--- src/rtl/rr_grant_ctrl.sv ---
// Round-robin grant controller: hands one shared resource to one of 2**DATAWIDTH
// requesters and holds it until done, request drop, or the hold-time limit.
module rr_grant_ctrl #(
   parameter int DATAWIDTH = 3,
   parameter int MAX_HOLD  = 16,
   localparam int N        = 1 << DATAWIDTH,
   localparam int CNTW     = $clog2(MAX_HOLD + 1)
) (
   input  logic                 clk_i,
   input  logic                 rst_i,
   input  logic [N-1:0]         req_i,
   input  logic                 done_i,
   output logic [N-1:0]         gnt_o,
   output logic [DATAWIDTH-1:0] gnt_num_o,
   output logic                 gnt_val_o,
   output logic                 timeout_o,
   output logic                 state_o,
   output logic [DATAWIDTH-1:0] prio_ptr_o
);

   // Handshake: a requester raises req_i[k] and keeps it high for as long as it
   // wants the resource; gnt_o[k] is its "ready". Ownership ends on done_i, on
   // req_i[k] falling, or when the hold limit expires, and every grant is
   // followed by at least one idle cycle before the next one.
   typedef enum logic {
      IDLE = 1'b0,
      BUSY = 1'b1
   } state_t;

   state_t               state;
   logic [DATAWIDTH-1:0] prio_ptr;
   logic [CNTW-1:0]      hold_cnt;

   logic [DATAWIDTH-1:0] win_idx;
   logic [DATAWIDTH-1:0] scan_idx;
   logic                 win_found;
   logic                 at_limit;
   logic                 owner_req;
   logic                 release_now;

   // Scan from prio_ptr upwards with natural DATAWIDTH-bit wrap; first hit wins.
   always_comb begin
      win_idx   = '0;
      scan_idx  = '0;
      win_found = 1'b0;
      for (int i = 0; i < N; i++) begin
         scan_idx = prio_ptr + DATAWIDTH'(i);
         if (!win_found && req_i[scan_idx]) begin
            win_found = 1'b1;
            win_idx   = scan_idx;
         end
      end
   end

   assign at_limit    = (hold_cnt == CNTW'(MAX_HOLD));
   assign owner_req   = req_i[gnt_num_o];
   assign release_now = done_i || !owner_req || at_limit;

   always_ff @(posedge clk_i or posedge rst_i) begin
      if (rst_i) begin
         state     <= IDLE;
         prio_ptr  <= '0;
         hold_cnt  <= '0;
         gnt_o     <= '0;
         gnt_num_o <= '0;
         gnt_val_o <= 1'b0;
         timeout_o <= 1'b0;
      end else begin
         timeout_o <= 1'b0;
         case (state)
            IDLE: begin
               if (win_found) begin
                  state     <= BUSY;
                  gnt_o     <= {{(N-1){1'b0}}, 1'b1} << win_idx;
                  gnt_num_o <= win_idx;
                  gnt_val_o <= 1'b1;
                  hold_cnt  <= CNTW'(1);
               end
            end
            BUSY: begin
               if (release_now) begin
                  state     <= IDLE;
                  gnt_o     <= '0;
                  gnt_val_o <= 1'b0;
                  prio_ptr  <= gnt_num_o + 1'b1;
                  hold_cnt  <= '0;
                  // Pulse only when the limit alone forced the release.
                  timeout_o <= at_limit && !done_i && owner_req;
               end else begin
                  hold_cnt <= hold_cnt + 1'b1;
               end
            end
            default: begin
               state     <= IDLE;
               gnt_o     <= '0;
               gnt_val_o <= 1'b0;
               hold_cnt  <= '0;
            end
         endcase
      end
   end

   assign state_o    = state;
   assign prio_ptr_o = prio_ptr;

   gnt_onehot_a : assert property (@(posedge clk_i) disable iff (rst_i)
      $onehot0(gnt_o));
   gnt_val_a : assert property (@(posedge clk_i) disable iff (rst_i)
      ((gnt_o != '0) == gnt_val_o) && (gnt_val_o == (state == BUSY)));

endmodule
--- config.mk ---
export PLATFORM = sky130hd
export DESIGN_NAME = rr_grant_ctrl
export DESIGN_NICKNAME = d
export VERILOG_FILES = /design/src/rtl/rr_grant_ctrl.sv
export SDC_FILE = /design/constraint.sdc
export NUM_CORES = 1
export LEC_CHECK = 0
export CORE_ASPECT_RATIO = 1.2
export CORE_MARGIN = 2
export CORE_UTILIZATION = 49
export CTS_BUF_LIST = sky130_fd_sc_hd__clkbuf_4 sky130_fd_sc_hd__clkbuf_8 sky130_fd_sc_hd__clkbuf_16
export DETAILED_ROUTE_END_ITERATION = 7
export PLACE_DENSITY_LB_ADDON = 0.1
export SLEW_MARGIN = 0
export SYNTH_ARGS = -nofsm -noshare
export SYNTH_HDL_FRONTEND = slang
export SYNTH_SLANG_ARGS = --single-unit
--- constraint.sdc ---
create_clock -name clk_i -period 3.7 [get_ports clk_i]
set_input_delay 0.74 -clock clk_i [delete_from_list [all_inputs] [get_ports clk_i]]
set_output_delay 0.74 -clock clk_i [all_outputs]
set_load 0.05 [all_outputs]
# Yosys cells after proc, flatten, opt, wreduce, memory -nomap -nowiden
# Index checks and enable logic that the tools add are counted.
[word_totals]
regBits = 22
output_inout_bits = 17
elab_cells = 101
[op_classes]
addsub = 9
n_lt_le_gt_ge = 9
n_eq_ne = 3
shift = 1
n_mux = 48
bitwise_logic = 1
reduce_logical = 23
[op_table]
columns = ["operator", "n"]
rows = [
  ["< comparator 3 x 4 -> 1 bit (second input constant)", 9],
  ["binary-select mux 1 bit (select 3 bit)", 9],
  ["two-way mux 3 bit", 8],
  ["two-way mux 1 bit", 23],
  ["two-way mux 8 bit", 2],
  ["one-hot mux 8 bit (2 select lines)", 1],
  ["adder 3 bit (second input constant)", 4],
  ["two-way mux 5 bit", 2],
  ["one-hot mux 5 bit (2 select lines)", 1],
  ["logical AND 1 bit", 9],
  ["zero test 1 bit", 9],
  ["<< shifter 1 x 3 -> 8 bit (first input constant)", 1],
  ["adder 3 x 1 -> 3 bit (second input constant)", 2],
  ["adder 3 x 2 -> 3 bit (second input constant)", 2],
  ["AND reduction 2 bit", 3],
  ["adder 5 x 1 -> 5 bit (second input constant)", 1],
  ["== test 5 bit (second input constant)", 1],
  ["one-hot mux 1 bit (2 select lines)", 2],
  ["logical OR 1 bit", 2],
  ["!= test 2 x 1 -> 1 bit (second input constant)", 1],
  ["!= test 2 bit (second input constant)", 1],
  ["inverter 1 bit", 1],
]

# Depth between registers and ports, before layout
[depth]
ltp_word = 27
mapped_depth = 13

# Worst setup path before layout
# No wires, ideal clock.
[synth_timing]
path_type = "register to register"
start = "register prio_ptr[1], in the netlist prio_ptr_o[1]"
end = "register gnt_o[3]"
arrival_time_ns = 4.170
required_ns = 3.578
setup_slack_ns = -0.592
path_stages_with_launch = 13
n_path_buf = 4
synth_period_minus_slack_ns = 4.292
path_cell_list = "dfrtp_1 -> clkbuf_1 -> clkbuf_1 -> inv_1 -> ha_1 -> clkbuf_1 -> mux4_2 -> or4_4 -> or4_4 -> and2_4 -> buf_6 -> and2_4 -> a32o_1"
[synth_via]
elab_chain_len = 27
elab_cells_between_ends = 58
[synth_rtl]
columns = ["element", "line_no", "source"]
rows = [
  ["from (decl)", "31", "logic [DATAWIDTH-1:0] prio_ptr;"],
  ["from (signal assigned)", "85", "prio_ptr <= gnt_num_o + 1'b1;"],
  ["branches (longest 27 deep; another with adder 3 x 1 -> 3 bit)", "-", ""],
  ["to (signal assigned)", "74", "gnt_o <= {{(N-1){1'b0}}, 1'b1} << win_idx;"],
  ["to (decl)", "13", "output logic [N-1:0] gnt_o,"],
]
# Parallel ways; which one is timed is not known. The select of a mux whose other input is x is not followed.
# A chain may end at the register's enable or synchronous reset.

# Worst setup path after layout
[layout_timing]
start = "input port req_i[2]"
end = "register gnt_o[7]"
[layout_via]
elab_chain_len = 27
elab_cells_between_ends = 57
[layout_rtl]
columns = ["element", "line_no", "source"]
rows = [
  ["from (decl)", "11", "input logic [N-1:0] req_i,"],
  ["binary-select mux 1 bit (select 3 bit)", "48", "if (!win_found && req_i[scan_idx]) begin"],
  ["two-way mux 1 bit (implied by the code)", "48", ""],
  ["two-way mux 1 bit", "48", ""],
  ["zero test 1 bit", "48", ""],
  ["logical AND 1 bit", "48", ""],
  ["two-way mux 1 bit", "48", ""],
  ["zero test 1 bit", "48", ""],
  ["logical AND 1 bit", "48", ""],
  ["[... 11 more ...]", "-", ""],
  ["logical AND 1 bit", "48", ""],
  ["two-way mux 1 bit", "48", ""],
  ["zero test 1 bit", "48", ""],
  ["logical AND 1 bit", "48", ""],
  ["two-way mux 3 bit", "48", ""],
  ["<< shifter 1 x 3 -> 8 bit", "74", ""],
  ["two-way mux 8 bit", "72", "if (win_found) begin"],
  ["one-hot mux 8 bit (2 select lines)", "70", "case (state)"],
]
# Several ways; a longest one is shown, not always the timed one. The select of a mux whose other input is x is not followed.

==> run summary <==
RSZ-0062 raised after global routing - false
Inserted Clock Buffers - 3
Sequential fraction of the synthesis area - 28.7%
Avg Inst Size Synth - 10.2 um2
Initial core utilization - 51.9%
Non-filler instance count after layout - 276
Fin crit period - 3440 ps
Final net count - 241
Reg2Reg Setup Slack - 410 ps
Syn Nets - 204
Share of layout cells above drive strength 1 - 24.6%
CP Class - in2reg
Layout Area Growth over Synthesis - 23.5%
Vias in the first global route - 1729
CTS max path bufs - 2
Drt via density - 6.16
H-Tree Depth - 1
CTS sink cnt - 22
I/O pin total - 28
Most frequent cells after synthesis - 22 x dfrtp_1, 20 x nand2_1, 14 x mux4_2, 11 x nor2_1, 10 x o21ai_0
I/O Buffers - 27
Worst slew pin tran - 796 ps
Fin crit share - 93.0%
Core ar. - 3690 um2
Mapped cell area - 1920 um2
CTS tree - built
Max Clock Freq - 291 MHz
Clock slew at reported path FFs - 70 ps
Hold WC Path Type - reg2reg
Cells after Synth - 188
Max-slew violation count - 0
Crit Path Max Fanout - 9
Iteration-0 DRC Markers - 164
Ys flop type - dfrtp_1
Root Buffer Master - clkbuf_8
Routed WL - 4820 um
Die height - 72.5 um
Rows - 24
Yosys cell types - 46
GRT Total Usage - 24.1%
MaxCap Viol Count - 0
Crit. End Element - register
Routability cong. - 0.885
Pre-antenna DRT Iters - 4
Ys Warns - 0
Number of diodes - 0
Antenna Nets Post-Route - 0
Via Count - 1701
Die width - 61.1 um
Placed Cells - 272
Postcts setup bufs - 0
# DRC - 0
Synth area leaders - dfrtp_1 29%, mux4_2 16%, mux2_2 5.3%, nand2_1 3.9%, mux2i_1 3.7%
Leading area contributor after synthesis - dfrtp_1
Critical Path AT - 3590 ps
Total die area - 4430 um2
Final worst clock skew - 3.72 ps
#FFs+latches synth - 22
Required time worst endpoint - 3850 ps
CP Launch Type - input pin
Fin. Hold Viols - 0
GR Overflow Total - 0
Slew HR - 46.9%
Synth top area share - 28.7%
Number of synthesized flops with an enable pin - 0
Outcome - completed
Post-DR wirelength/cell - 17.5 um
Worst skew pair latency - 260 ps
FFs w/ async S/R, synth - 100%
Largest net degree at the start of global routing - 23
Final setup fails - 0
First-pass GRT wire length - 8220 um
Initial antenna violation count - 0
Detailed Place HPWL - 3670 um
Cell with the most instances after synthesis - dfrtp_1
## cells in the final DEF, fill, tap and decap left out, drive strengths merged, types with 6 or more instances in the layout
cell type and count:
mux4 16, a21oi 6, clkdlybuf4s50 27, buf 14, nand2 20, inv 10, dfrtp 22, nor2 11
mux2i 7, mux2 9, o21ai 11
## what timing repair did
| action | in CTS | in global routing |
|---|---|---|
| endpoints found under the setup margin | 0 | 1 |
| resized for setup | 0 | 1 |
| hold buffers | 0 | 0 |
## final timing paths
kind / startpoint / to / cells after the start
max in group asynchronous: rst_i / prio_ptr_o[1] / 2
min: gnt_o[0] / gnt_o[0] / 2
min reg2reg: gnt_o[0] / gnt_o[0] / 2
max: req_i[2] / gnt_o[7] / 7
max reg2reg: prio_ptr_o[0] / gnt_o[7] / 8
min in group asynchronous: rst_i / gnt_o[3] / 2
## per-layer routing
metal	vias up	wire, um	global-route usage (%)
met5	-	0	0
met4	0	44	6.52
met3	5	177	1.78
met2	51	2570	41.4
met1	840	2030	32.2
li1	805	-	-
## metrics by stage
| stage | instance area (um2) | TNS [ps] | util, % | hold WS [ps] | setup slack (ps) |
|---|---|---|---|---|---|
| final | 2370 | 0 | 64.1 | 490 | 261 |
| after detailed placement | 2310 | -17.1 | 62.5 | 475 | -17.1 |
| after global routing | 2370 | 0 | 64.1 | 526 | 104 |
| after global placement | 2310 | 0 | 62.5 | 462 | 75.7 |
| after CTS | 2360 | 0 | 64.0 | 492 | 258 |
| after floorplan | 1940 | 0 | - | 490 | 40.6 |
## layout make-up
| type | instances | area (um2) |
|---|---|---|
| clock buffers | 4 | 55.1 |
| inverters | 10 | 37.5 |
| flip-flops and latches | 22 | 553 |
| fillers | 306 | 1330 |
| multi-input cells | 147 | 1280 |
| repair buffers | 41 | 375 |
| well taps | 52 | 65.1 |
## worst max-delay path: stages
cell and delay [ps]:
clkdlybuf4s50_1 570, mux4_2 530, or4_4 560, or4_4 590
and2_4 210, and2_4 140, a32o_1 250
## state kept, by name, indices dropped and copies added, names as in the netlist
| signal | count |
|---|---|
| gnt_o | 8 |
| hold_cnt | 5 |
| gnt_num_o | 3 |
| prio_ptr_o | 3 |
| gnt_val_o | 1 |
| state_o | 1 |
| timeout_o | 1 |
## logic make-up (layout without fill, tap and decap cells)
| kind of cell | Yosys count | after routing | synth area share, % |
|---|---|---|---|
| AOI/OAI and AO/OA | 50 | 50 | 18.5 |
| xor gates and xnor gates | 6 | 6 | 2.74 |
| adders and majority gates | 5 | 5 | 3.26 |
| buffers and inverters | 19 | 55 | 4.63 |
| DFF | 22 | 22 | 28.7 |
| muxes | 32 | 32 | 28.1 |
| and+or+nand+nor | 54 | 54 | 14.1 |
Power is left out: the tool's default activity adds up to more than one toggle a clock period on the data nets, which glitch-free logic cannot reach.
